===== src/rtl/mul32_issue.sv =====
// Issue/retire controller around the pipelined mul32p multiplier: registers operands,
// tracks op metadata alongside the multiplier pipeline and queues results under credit control.
module mul32_issue #(
    parameter int LAT        = 8,
    parameter int FIFO_DEPTH = 8,
    parameter int TAG_W      = 4
) (
    input  logic             clk,
    input  logic             rst_n,
    input  logic             req_valid,
    output logic             req_ready,
    input  logic [1:0]       req_op,
    input  logic [31:0]      req_a,
    input  logic [31:0]      req_b,
    input  logic [TAG_W-1:0] req_tag,
    output logic [31:0]      mul_a,
    output logic [31:0]      mul_b,
    output logic [1:0]       mul_mode,
    input  logic [31:0]      mul_lo,
    input  logic [31:0]      mul_hi,
    output logic             rsp_valid,
    input  logic             rsp_ready,
    output logic [31:0]      rsp_data,
    output logic [TAG_W-1:0] rsp_tag,
    output logic             busy
);

    localparam int CW = $clog2(FIFO_DEPTH + 1);
    localparam int PW = (FIFO_DEPTH > 1) ? $clog2(FIFO_DEPTH) : 1;
    localparam int EW = 32 + TAG_W;

    logic            accept;
    logic            pop;
    logic            push;
    logic [1:0]      mode_sel;
    logic [CW-1:0]   credits_reg;
    logic [CW-1:0]   credits_next;

    // Request metadata rides with the operand register, then through LAT stages matching mul32p.
    logic             iss_valid_reg;
    logic             iss_sel_reg;
    logic [TAG_W-1:0] iss_tag_reg;

    logic [LAT-1:0]   dl_valid_reg;
    logic [LAT-1:0]   dl_sel_reg;
    logic [TAG_W-1:0] dl_tag_reg [LAT];

    logic [EW-1:0]    fifo_mem [FIFO_DEPTH];
    logic [PW-1:0]    wr_ptr_reg;
    logic [PW-1:0]    rd_ptr_reg;
    logic [CW-1:0]    count_reg;
    logic [CW-1:0]    count_next;
    logic [EW-1:0]    push_word;

    assign req_ready = (credits_reg != '0);
    assign accept    = req_valid & req_ready;
    assign pop       = rsp_valid & rsp_ready;

    // MUL only needs the low word, which is identical in every signedness mode.
    always_comb begin
        mode_sel = 2'b01;
        case (req_op)
            2'b00:   mode_sel = 2'b01;
            2'b01:   mode_sel = 2'b01;
            2'b10:   mode_sel = 2'b10;
            default: mode_sel = 2'b00;
        endcase
    end

    always_ff @(posedge clk or negedge rst_n) begin
        if (!rst_n) begin
            mul_a         <= '0;
            mul_b         <= '0;
            mul_mode      <= 2'b00;
            iss_valid_reg <= 1'b0;
            iss_sel_reg   <= 1'b0;
            iss_tag_reg   <= '0;
        end else begin
            iss_valid_reg <= accept;
            if (accept) begin
                mul_a       <= req_a;
                mul_b       <= req_b;
                mul_mode    <= mode_sel;
                iss_sel_reg <= (req_op != 2'b00);
                iss_tag_reg <= req_tag;
            end
        end
    end

    genvar gi;
    generate
        for (gi = 0; gi < LAT; gi++) begin : g_dl
            logic             valid_in;
            logic             sel_in;
            logic [TAG_W-1:0] tag_in;

            if (gi == 0) begin : g_src
                assign valid_in = iss_valid_reg;
                assign sel_in   = iss_sel_reg;
                assign tag_in   = iss_tag_reg;
            end else begin : g_src
                assign valid_in = dl_valid_reg[gi-1];
                assign sel_in   = dl_sel_reg[gi-1];
                assign tag_in   = dl_tag_reg[gi-1];
            end

            always_ff @(posedge clk or negedge rst_n) begin
                if (!rst_n) begin
                    dl_valid_reg[gi] <= 1'b0;
                    dl_sel_reg[gi]   <= 1'b0;
                    dl_tag_reg[gi]   <= '0;
                end else begin
                    dl_valid_reg[gi] <= valid_in;
                    dl_sel_reg[gi]   <= sel_in;
                    dl_tag_reg[gi]   <= tag_in;
                end
            end
        end
    endgenerate

    assign push      = dl_valid_reg[LAT-1];
    assign push_word = {(dl_sel_reg[LAT-1] ? mul_hi : mul_lo), dl_tag_reg[LAT-1]};

    function automatic logic [PW-1:0] ptr_inc(input logic [PW-1:0] p);
        return (p == PW'(FIFO_DEPTH - 1)) ? '0 : p + 1'b1;
    endfunction

    always_ff @(posedge clk) begin
        if (push) begin
            fifo_mem[wr_ptr_reg] <= push_word;
        end
    end

    always_comb begin
        count_next = count_reg;
        if (push && !pop) begin
            count_next = count_reg + 1'b1;
        end else if (pop && !push) begin
            count_next = count_reg - 1'b1;
        end
    end

    always_comb begin
        credits_next = credits_reg;
        if (accept && !pop) begin
            credits_next = credits_reg - 1'b1;
        end else if (pop && !accept) begin
            credits_next = credits_reg + 1'b1;
        end
    end

    always_ff @(posedge clk or negedge rst_n) begin
        if (!rst_n) begin
            wr_ptr_reg  <= '0;
            rd_ptr_reg  <= '0;
            count_reg   <= '0;
            credits_reg <= CW'(FIFO_DEPTH);
        end else begin
            if (push) begin
                wr_ptr_reg <= ptr_inc(wr_ptr_reg);
            end
            if (pop) begin
                rd_ptr_reg <= ptr_inc(rd_ptr_reg);
            end
            count_reg   <= count_next;
            credits_reg <= credits_next;
        end
    end

    assign rsp_valid           = (count_reg != '0);
    assign {rsp_data, rsp_tag} = fifo_mem[rd_ptr_reg];
    assign busy                = (|dl_valid_reg) | iss_valid_reg | (count_reg != '0);

    // Credits reserve a FIFO slot for every issued op, so a push can never meet a full FIFO.
    push_never_full: assert property (@(posedge clk) disable iff (!rst_n)
        !(push && (count_reg == CW'(FIFO_DEPTH))));

endmodule


===== config.mk =====
export PLATFORM = sky130hd
export DESIGN_NAME = mul32_issue
export DESIGN_NICKNAME = d
export VERILOG_FILES = /design/src/rtl/mul32_issue.sv
export SDC_FILE = /design/constraint.sdc
export NUM_CORES = 1
export LEC_CHECK = 0
export BUFFER_PORTS_ARGS = -buffer_cell sky130_fd_sc_hd__buf_2
export CAP_MARGIN = 10
export CORE_MARGIN = 2
export CORE_UTILIZATION = 40
export CTS_CLUSTER_DIAMETER = 100
export DETAILED_ROUTE_END_ITERATION = 8
export PLACE_DENSITY = 0.68
export SLEW_MARGIN = 10
export SYNTH_ARGS = -nofsm -noshare
export SYNTH_HDL_FRONTEND = slang
export SYNTH_SLANG_ARGS = --single-unit

===== constraint.sdc =====
create_clock -name clk -period 3.26 [get_ports clk]
set_input_delay 0 -clock clk [delete_from_list [all_inputs] [get_ports clk]]
set_output_delay 0 -clock clk [all_outputs]
set_load 0.02 [all_outputs]

==> results by group, run 1 <==
Floorplanning
  – Die Height: 204 microns
  – Row Count: 73
  – # IOs: about 240
  – Die ar.: 0.0417 sq mm
  – Core Region: 0.0396 sq mm
  – Die Wd: 204 microns
  – Initial Utilization: 40.5%

Logic synthesis
  – Synth area leaders: edfxtp_1 (54%), dfrtp_1 (21%), mux4_2 (10%)
  – Synth Area in Compound Gates: less than 1%
  – Distinct cell type count after synthesis: 35
  – Xor and xnor area share after synthesis: 0.218%
  – Fraction of registers with async set/reset: 31.8%
  – Area share of the largest cell type after synthesis: 53.9%
  – Synthesized net count: ~900
  – Largest family of logic cells by synthesized area: multiplexers
  – Avg Inst Size Synth: about 21 sq um
  – Ys Warns: 0
  – Post-Synth Adder-Cell Area: 1.03%
  – Cells after Synth: 756
  – Post-Synth Simple-Gate Area: between 1 and 1.5%
  – Synth Flop Type: edfxtp_1
  – Mux cell area share after synthesis: 20.3%
  – Seq/Total Area, Yosys: between 70% and 80%
  – Post-synth EDFFs: 288
  – Largest area contributor in the netlist: edfxtp_1
  – Netlist Area Pre-Place: roughly 0.016 sq mm
  – Synth Register Bits: roughly 420

Setup path
  – Crit path max-delay family: simple AND/OR/NAND/NOR gates
  – R2r worst-path depth: 8
  – Critical path class: reg2reg
  – Slowest CP cell: or4_1
  – CP Launch Type: flip-flop
  – Crit path cell chain: or4_1 > nand2_1 > ha_1 > inv_1 > ha_1 > or4_1 > o211ai_1 > o211ai_1
  – Crit path capture: count_reg[3]
  – Crit. End Element: flip-flop
  – Worst r2r dst: count_reg[3]
  – Worst-path fanout max: 6
  – R2R Setup Slk: 0.32 ns
  – Worst EP arrival: ~3.4 ns
  – WP data required: 3.70 ns
  – Worst r2r src: count_reg[0]
  – Worst Path Buf+Inv: 1
  – Critical path's largest stage delay: 0.59 ns
  – CP Depth: 8
  – CP Launch Point: count_reg[0]

STA
  – Slew HR: 31.3%
  – Final worst setup slack: 0.317 ns
  – Slew Viols, Final: 0
  – Final min period: 2.94 ns
  – Crit share post-route: 90.3%
  – Final clock skew: approximately 0.022 ns
  – RSZ-0062 raised after global routing: false
  – Endpoints failing setup: 0
  – FMAX: approximately 340 MHz
  – Final Hold Fails: 0
  – Worst slew pin tran: 1.03 ns
  – Setup TNS: 0 ns

Global routing
  – GRT met3 Usage: 4.19%
  – Antenna violations before repair: 1
  – Pin count of the biggest net entering global routing: approximately 120
  – Overflow after GRT: 0
  – Grt met2 use: a little over a quarter
  – GR peak layer: met2
  – Vias in the first global route: 9418
  – GRT Total Usage: about 16%
  – Met1 usage: between 20 and 25%
  – First-pass GRT wire length: roughly 52000 microns

Clock tree
  – Worst-skew pair later-pin latency: around 0.57 ns
  – Clk slew on worst S/H paths: roughly 0.06 ns
  – Maximum buffer depth of the clock tree: 3
  – TritonCTS Buffers: 46
  – Setup Buffers After CTS: 0
  – CTS Sinks: 422
  – CTS tree: yes
  – Resized cells post-CTS: 0
  – H-tree levels: 2
  – Root buffer cell: clkbuf_16
  – Post-cts hold buffer count: 137

Finish
  – Biggest register: fifo_mem
  – Layout area overhead: 29.7%
  – # diodes: 0
  – Area of the multi-input gates: 0.00387 sq mm
  – Storage cell area: approximately 0.012 sq mm
  – Commonest non-fill, non-tap cell in the layout: edfxtp_1
  – Finished Cell Area: 0.0208 sq mm
  – Fraction of layout cells with a size suffix above 1: 39.2%
  – Fill count: around 3100
  – Final #Nets: 1315
  – Max reg flops: 288
  – Most frequent cells in the layout: edfxtp_1 (288), buf_2 (241), dlygate4sd3_1 (137), dfrtp_1 (129), mux2_1 (82)

Place
  – GP Congestion: 0.704
  – IO Port Bufs: 242
  – DP Worst Slack: 0.358 ns
  – Dpl hpwl: 17800 microns
  – Dpl cell area: about 0.018 sq mm

Detailed routing
  – First-iteration detailed-routing DRC count: 403
  – Total wire length: 33500 microns
  – DRC viols: 0
  – Detail Route Antenna Nets: 0
  – WL/cell: 19.4 microns
  – Via count: 8625
  – Routed vias/inst: 5.00
  – Drt first pass iters: 6

Power
  – Leak: 7.80 nW
  – Power Density: 885 mW/mm^2
  – Switching part of the total: 31.2%
  – Max rail drop VDD: 0.000608 V
  – Power share of the combinational group: 29.5%
  – Clock Power Share: 27.7%
  – Sequential share of power: 42.7%
  – Switching power: 5.74 mW
  – Internal power: 12.7 mW
  – Power Total: 18.4 mW

Hold path
  – Worst hold path type: in2reg

Outcome
  – Status: finished, final reports clean

Job
  – Max_cap viols: 0
## cell usage after synthesis (5+ instances only)
cell / count
nand2_1: 10
mux4_2: 72
mux2_2: 61
inv_1: 7
nand3_1: 5
edfxtp_1: 288
clkbuf_1: 12
nor2_1: 10
buf_1: 5
buf_6: 11
mux2_1: 82
dfrtp_1: 133
ha_1: 10
## per-layer routing
metal | up-vias | share of wire, %
met2 | 288 | 49
met4 | 2 | 2.6
li1 | 3826 | -
met3 | 66 | 6.5
met1 | 4443 | 42
met5 | - | 0.039
## final cells by class
type	instances	area share [%]
clock buffer	54	5.78
tap	525	3.16
sequential	422	57.7
timing repair buffer	395	13.3
clock inverter	30	1.37
inverter	7	0.126
multi-input combinational	293	18.6
## through the flow
step	cells	util [%]	hold WS [ns]
4_1_cts	1726	52.5	0.135
3_5_place_dp	1505	45.3	0.217
5_1_grt	1726	52.5	0.170
2_1_floorplan	756	-	-0.296
3_3_place_gp	1505	45.3	0.210
6_report	1726	52.5	0.177
## worst min-delay path: stages
cell and delay, ns:
dlygate4sd3_1 0.51, buf_2 0.09, mux2_1 0.10
## how the worst min path moves through the flow
stage               cells after the start      start           end  slack, ns
finish                                  3   req_b[4]      mul_b[4]       0.18
global route                            3  req_b[26]     mul_b[26]       0.17
CTS                                     3   req_a[5]      mul_a[5]       0.14
detailed placement                      2   req_a[5]      mul_a[5]       0.22
global placement                        2   req_a[1]      mul_a[1]       0.21
floorplan                               0      rst_n  count_reg[0]      -0.30
## power groups by stage
stage          combinational, mW  clock, mW  sequential [mW]
2_1_floorplan               3.66          0             7.79
3_3_place_gp                5.22          0             7.93
3_5_place_dp                5.29          0             7.99
4_1_cts                     5.53       5.24             7.90
5_1_grt                     5.88       5.45             8.03
6_report                    5.44       5.11             7.87
## cells by family after synthesis
logic type / count (synthesis)
AOI/OAI and AO/OA: 17
xor gates and xnor gates: 4
adders and majority gates: 12
buffers and inverters: 41
DFF: 422
muxes: 217
and+or+nand+nor: 43
Power figures use the tool's default switching activity.
==> inputs of run 2 (changes only) <==
Settings changed: MAX_ROUTING_LAYER set to met4.
==> run 2 against run 1 <==
  * Setup slack better by 0.0059 ns
  * Sequential cell count is the same
  * First-iteration DRC count is 6.9% lower
  * Worst hold slack gained 0.0018 ns
  * Register-to-register slack barely moved
  * Global-route usage grew 0.51 points
  * Die area did not move
  * Largest cell class unchanged
  * Combinational power about the same
==> results by group, run 2 (synthesized netlist as in run 1, its figures left out) <==
Floorplanning
  – Die Height: 204 microns
  – Core Region: 0.0396 sq mm
  – Initial Utilization: about two fifths
  – Die Wd: approximately 200 microns
  – Row Count: 73
  – # IOs: 243
  – Die ar.: between 0.04 and 0.05 sq mm

Clock tree
  – TritonCTS Buffers: 46
  – H-tree levels: 2
  – CTS Sinks: 422
  – CTS tree: yes
  – Clk slew on worst S/H paths: 0.06 ns
  – Setup Buffers After CTS: 0
  – Worst-skew pair later-pin latency: 0.58 ns
  – Maximum buffer depth of the clock tree: 3
  – Root buffer cell: clkbuf_16

Finish
  – Biggest register: fifo_mem
  – Layout area overhead: 29.7%
  – Commonest non-fill, non-tap cell in the layout: edfxtp_1
  – Most frequent cells in the layout: edfxtp_1 (288), buf_2 (241), dlygate4sd3_1 (137), dfrtp_1 (129), mux2_1 (82)
  – Final #Nets: roughly 1300
  – Area of the multi-input gates: 0.00387 sq mm
  – Max reg flops: 288
  – Fill count: 3119
  – Fraction of layout cells with a size suffix above 1: 39.2%
  – Storage cell area: 0.0120 sq mm

Global routing
  – GR peak layer: met2
  – First-pass GRT wire length: 52100 microns
  – Grt met2 use: between 20% and 30%
  – Overflow after GRT: 0
  – GRT met3 Usage: 3.52%
  – Met1 usage: 21.2%
  – Pin count of the biggest net entering global routing: 116
  – GRT Total Usage: 16.9%
  – Antenna violations before repair: 1
  – Vias in the first global route: 9414

Power
  – Max rail drop VDD: 0.000611 V
  – Power Density: roughly 900 mW/mm^2
  – Leak: between 7 and 8 nW

Detailed routing
  – First-iteration detailed-routing DRC count: 375
  – Drt first pass iters: 4
  – DRC viols: 0
  – Routed vias/inst: 5.00
  – WL/cell: approximately 19 microns
  – Detail Route Antenna Nets: 0
  – Total wire length: between 30000 and 40000 microns
  – Via count: 8637

STA
  – Slew Viols, Final: 0
  – Slew HR: 31.1%
  – Final clock skew: 0.0222 ns
  – Worst slew pin tran: 1.03 ns
  – Hold_ws: 0.179 ns
  – RSZ-0062 raised after global routing: false
  – Crit share post-route: between 90% and 100%
  – Final min period: 2.94 ns
  – FMAX: 340 MHz
  – Setup TNS: 0 ns
  – Endpoints failing setup: 0
  – Final Hold Fails: 0

Hold path
  – Worst hold path type: in2async

Setup path
  – Crit. End Element: flip-flop
  – Critical path class: reg2reg
  – Worst EP arrival: 3.38 ns
  – CP Launch Type: flip-flop
  – WP data required: 3.70 ns
  – Worst-path fanout max: 6

Place
  – Dpl hpwl: approximately 18000 microns
  – GP Congestion: ~0.71
  – IO Port Bufs: 242

Job
  – Max_cap viols: 0

Outcome
  – Status: finished, final reports clean
## run 2: final cells by class
cell class                      instances  area share, %
Clock inverter                         30           1.37
Timing Repair Buffer                  395           13.3
Sequential cell                       422           57.7
Inverter                                7          0.126
Clock buffer                           54           5.78
Antenna cell                            1         0.0120
Tap cell                              525           3.16
Multi-Input combinational cell        293           18.6
## run 2: path summary, 6_finish.rpt
path                                endpoint  slack (ns)               from  cells after the start
max                             count_reg[3]        0.32       count_reg[0]                      8
min                                 mul_b[8]        0.18              rst_n                      2
max reg2reg                     count_reg[3]        0.32       count_reg[0]                      8
min reg2reg                g_dl[2].tag_in[0]        0.34  g_dl[1].tag_in[0]                      0
max in group asynchronous           mul_b[7]        2.24              rst_n                      3
min in group clk                    mul_b[4]        0.18           req_b[4]                      3
## run 2: routing by layer
layer / wire [microns] / up-vias / share of wire (%)
met5: 0 / - / 0
met4: 856 / 0 / 2.6
met3: 2010 / 66 / 6.0
met2: 16300 / 294 / 49
met1: 14300 / 4449 / 43
li1: - / 3828 / -
## run 2: metrics by stage
step | util, % | std cells | total power [mW] | cell area [sq um] | setup WS (ns)
final | 52.5 | 1727 | 18.4 | 20800 | 0.323
after global routing | 52.5 | 1727 | 19.4 | 20800 | 0.145
after floorplan | - | 756 | 11.5 | 16100 | 0.458
after detailed placement | 45.3 | 1505 | 13.3 | 18000 | 0.358
after global placement | 45.3 | 1505 | 13.1 | 18000 | 0.453
after CTS | 52.5 | 1726 | 18.7 | 20800 | 0.337
## run 2: where the power goes
| group | switching [mW] | total (mW) | leakage (nW) | internal [mW] |
|---|---|---|---|---|
| combinational | 2.86 | 5.44 | 2.90 | 2.57 |
| clock | 2.07 | 5.11 | 0.729 | 3.04 |
| sequential | 0.805 | 7.88 | 4.18 | 7.07 |
## run 2: what timing repair did
item / in CTS / in global routing
resized for setup: 0 / 0
hold buffers: 137 / 0
hold endpoints to repair: 444 / 0
## run 2: critical path, stage by stage (launching register included)
cell	delay (ns)
dfrtp_1	0.46
or4_1	0.60
nand2_1	0.21
ha_1	0.29
inv_1	0.13
ha_1	0.36
or4_1	0.54
o211ai_1	0.12
o211ai_1	0.10
==> inputs of run 3 (changes only) <==
Settings changed: PLACE_DENSITY 0.68 to 0.65.
Clock period 3.26 ns to 3.7 ns, I/O delays scaled along.
==> run 3 against run 2 <==
  * Clock-buffer cell count is 1 lower
  * Sequential share of layout area hardly changed
  * Via count is 2.1% lower
  * Fmax is 1.7% higher
  * Critical path depth stayed put
  * Non-clock buffer count is 3 higher
  * Wire length is 0.89% lower
  * Register-to-register slack better by 0.49 ns
  * Cell area hardly changed
  * Largest power group unchanged
==> results by group, run 3 (synthesized netlist as in run 1, its figures left out) <==
Outcome
  – Status: finished, final reports clean

Clock tree
  – Worst-skew pair later-pin latency: 0.55 ns
  – Maximum buffer depth of the clock tree: 3
  – TritonCTS Buffers: 44
  – CTS Sinks: 422
  – CTS tree: yes
  – H-tree levels: 2
  – Clk slew on worst S/H paths: roughly 0.060 ns
  – Resized cells post-CTS: 0
  – Root buffer cell: clkbuf_16

STA
  – Crit share post-route: just under 80%
  – Worst slew pin tran: 0.942 ns
  – FMAX: 346 MHz
  – Slew Viols, Final: 0
  – Final min period: 2.89 ns
  – Slew HR: 37.2%
  – Hold_ws: 0.154 ns
  – Endpoints failing setup: 0
  – Setup TNS: 0 ns
  – RSZ-0062 raised after global routing: false
  – Final clock skew: 0.0180 ns
  – Final Hold Fails: 0

Finish
  – Storage cell area: 0.0120 sq mm
  – Core Util, Final: roughly 53%
  – Commonest non-fill, non-tap cell in the layout: edfxtp_1
  – Area of the multi-input gates: 0.00386 sq mm
  – Layout area overhead: 29.8%
  – Fraction of layout cells with a size suffix above 1: 39.7%
  – Max reg flops: 288
  – Most frequent cells in the layout: edfxtp_1 (288), buf_2 (241), dlygate4sd3_1 (137), dfrtp_1 (129), mux2_1 (82)
  – # diodes: 0
  – Final #Nets: 1316
  – Biggest register: fifo_mem
  – Fill count: 3124
  – Finished Cell Area: 0.0208 sq mm

Setup path
  – Critical path's largest stage delay: 0.57 ns
  – Worst-path fanout max: 6
  – CP Launch Type: flip-flop
  – Critical path class: reg2reg
  – Crit. End Element: flip-flop
  – R2R Setup Slk: approximately 0.81 ns
  – Crit path cell chain: or4_1 > nand2_1 > ha_1 > inv_1 > ha_1 > or4_1 > o211ai_1 > o211ai_1
  – Worst EP arrival: 3.32 ns
  – WP data required: 4.13 ns
  – Slowest CP cell: or4_1

Power
  – Power Density: 778 mW/mm^2
  – Leak: 7.81 nW
  – Power Total: 16.2 mW
  – Sequential share of power: 42.3%
  – Power share of the combinational group: 29.7%
  – Switching part of the total: ~31%
  – Internal power: around 11 mW
  – Switching power: 4.95 mW
  – Max rail drop VDD: 0.000353 V
  – Clock Power Share: 28.0%

Detailed routing
  – Drt first pass iters: 4
  – Detail Route Antenna Nets: 0
  – WL/cell: 19.2 microns
  – Total wire length: 33200 microns
  – Via count: 8454
  – DRC viols: 0
  – Routed vias/inst: ~5
  – First-iteration detailed-routing DRC count: 445

Floorplanning
  – # IOs: 243
  – Die Height: 204 microns
  – Die ar.: 0.0417 sq mm
  – Initial Utilization: between 40% and 50%
  – Row Count: 73
  – Die Wd: between 200 and 250 microns
  – Core Region: 0.0396 sq mm

Global routing
  – Pin count of the biggest net entering global routing: 106
  – GRT Total Usage: 16.8%
  – Vias in the first global route: 9289
  – Antenna violations before repair: 0
  – First-pass GRT wire length: 51400 microns
  – Overflow after GRT: 0

Place
  – GP Congestion: 0.754
  – Dpl cell area: 0.0180 sq mm
  – IO Port Bufs: 242
  – Dpl hpwl: ~19000 microns

Hold path
  – Worst hold path type: in2async

Job
  – Max_cap viols: 0
==> run 3: changes by cell type in the layout (fill, tap and decap cells not counted), moves of 2 or more <==
| cell | change |
|---|---|
| nor3_2 | +2 |
| clkbuf_1 | -2 |
| clkinv_2 | -3 |
| nor3_4 | -2 |
| clkbuf_8 | +2 |
| clkinv_1 | -4 |
| bufinv_16 | +2 |
| clkbuf_16 | -2 |
| buf_4 | +4 |
==> run 3: path summary, 6_finish.rpt <==
kind,startpoint,end,depth (start not counted)
setup reg to reg,count_reg[0],count_reg[3],8
hold / removal,rst_n,mul_b[7],2
setup / recovery,count_reg[0],count_reg[3],8
hold reg to reg,g_dl[5].tag_in[0],g_dl[6].tag_in[0],0
min in group clk,req_a[12],mul_a[12],3
max in group asynchronous,rst_n,mul_b[29],3
==> run 3: area by class of cell <==
cell class | count | share of cell area [%]
tap | 525 | 3.15
inverter | 7 | 0.126
multi-input combinational | 293 | 18.5
clock inverter | 27 | 1.54
clock buffer | 53 | 5.67
sequential | 422 | 57.7
timing repair buffer | 398 | 13.3
==> run 3: layer usage <==
| metal | share of wire, % | wire, microns | global-route usage (%) | up-vias |
|---|---|---|---|---|
| li1 | - | - | - | 3828 |
| met1 | 43 | 14300 | 21.0 | 4324 |
| met2 | 50 | 16600 | 28.1 | 266 |
| met3 | 5.1 | 1680 | 3.00 | 36 |
| met4 | 1.9 | 631 | 5.33 | 0 |
| met5 | 0 | 0 | - | - |
==> run 3: repair_timing <==
| action | CTS | global route |
|---|---|---|
| setup buffers | 0 | 0 |
| endpoints found under the hold margin | 434 | 0 |
| hold buffers | 137 | 0 |
==> run 3: critical path: cells and delay by family (launching register included) <==
| family | cells | cell delay [ns] |
|---|---|---|
| fa+ha+maj | 2 | 0.66 |
| compound gates | 2 | 0.21 |
| simple gates | 3 | 1.33 |
| buf+inv | 1 | 0.13 |
| flops | 1 | 0.44 |
==> run 3: power by group through the flow <==
stage / Sequential [mW] / Clock [mW] / Combinational, mW
2_1_floorplan: 6.87 / 0 / 3.22
3_3_place_gp: 6.91 / 0 / 4.66
3_5_place_dp: 6.95 / 0 / 4.72
4_1_cts: 6.87 / 4.65 / 4.93
5_1_grt: 6.97 / 4.83 / 5.20
6_report: 6.85 / 4.53 / 4.82
==> run 3: metrics by stage <==
| step | setup slack [ns] | instances |
|---|---|---|
| after floorplan | 0.175 | 756 |
| after global placement | 0.890 | 1508 |
| after detailed placement | 0.811 | 1508 |
| after CTS | 0.795 | 1725 |
| after global routing | 0.631 | 1725 |
| final | 0.811 | 1725 |
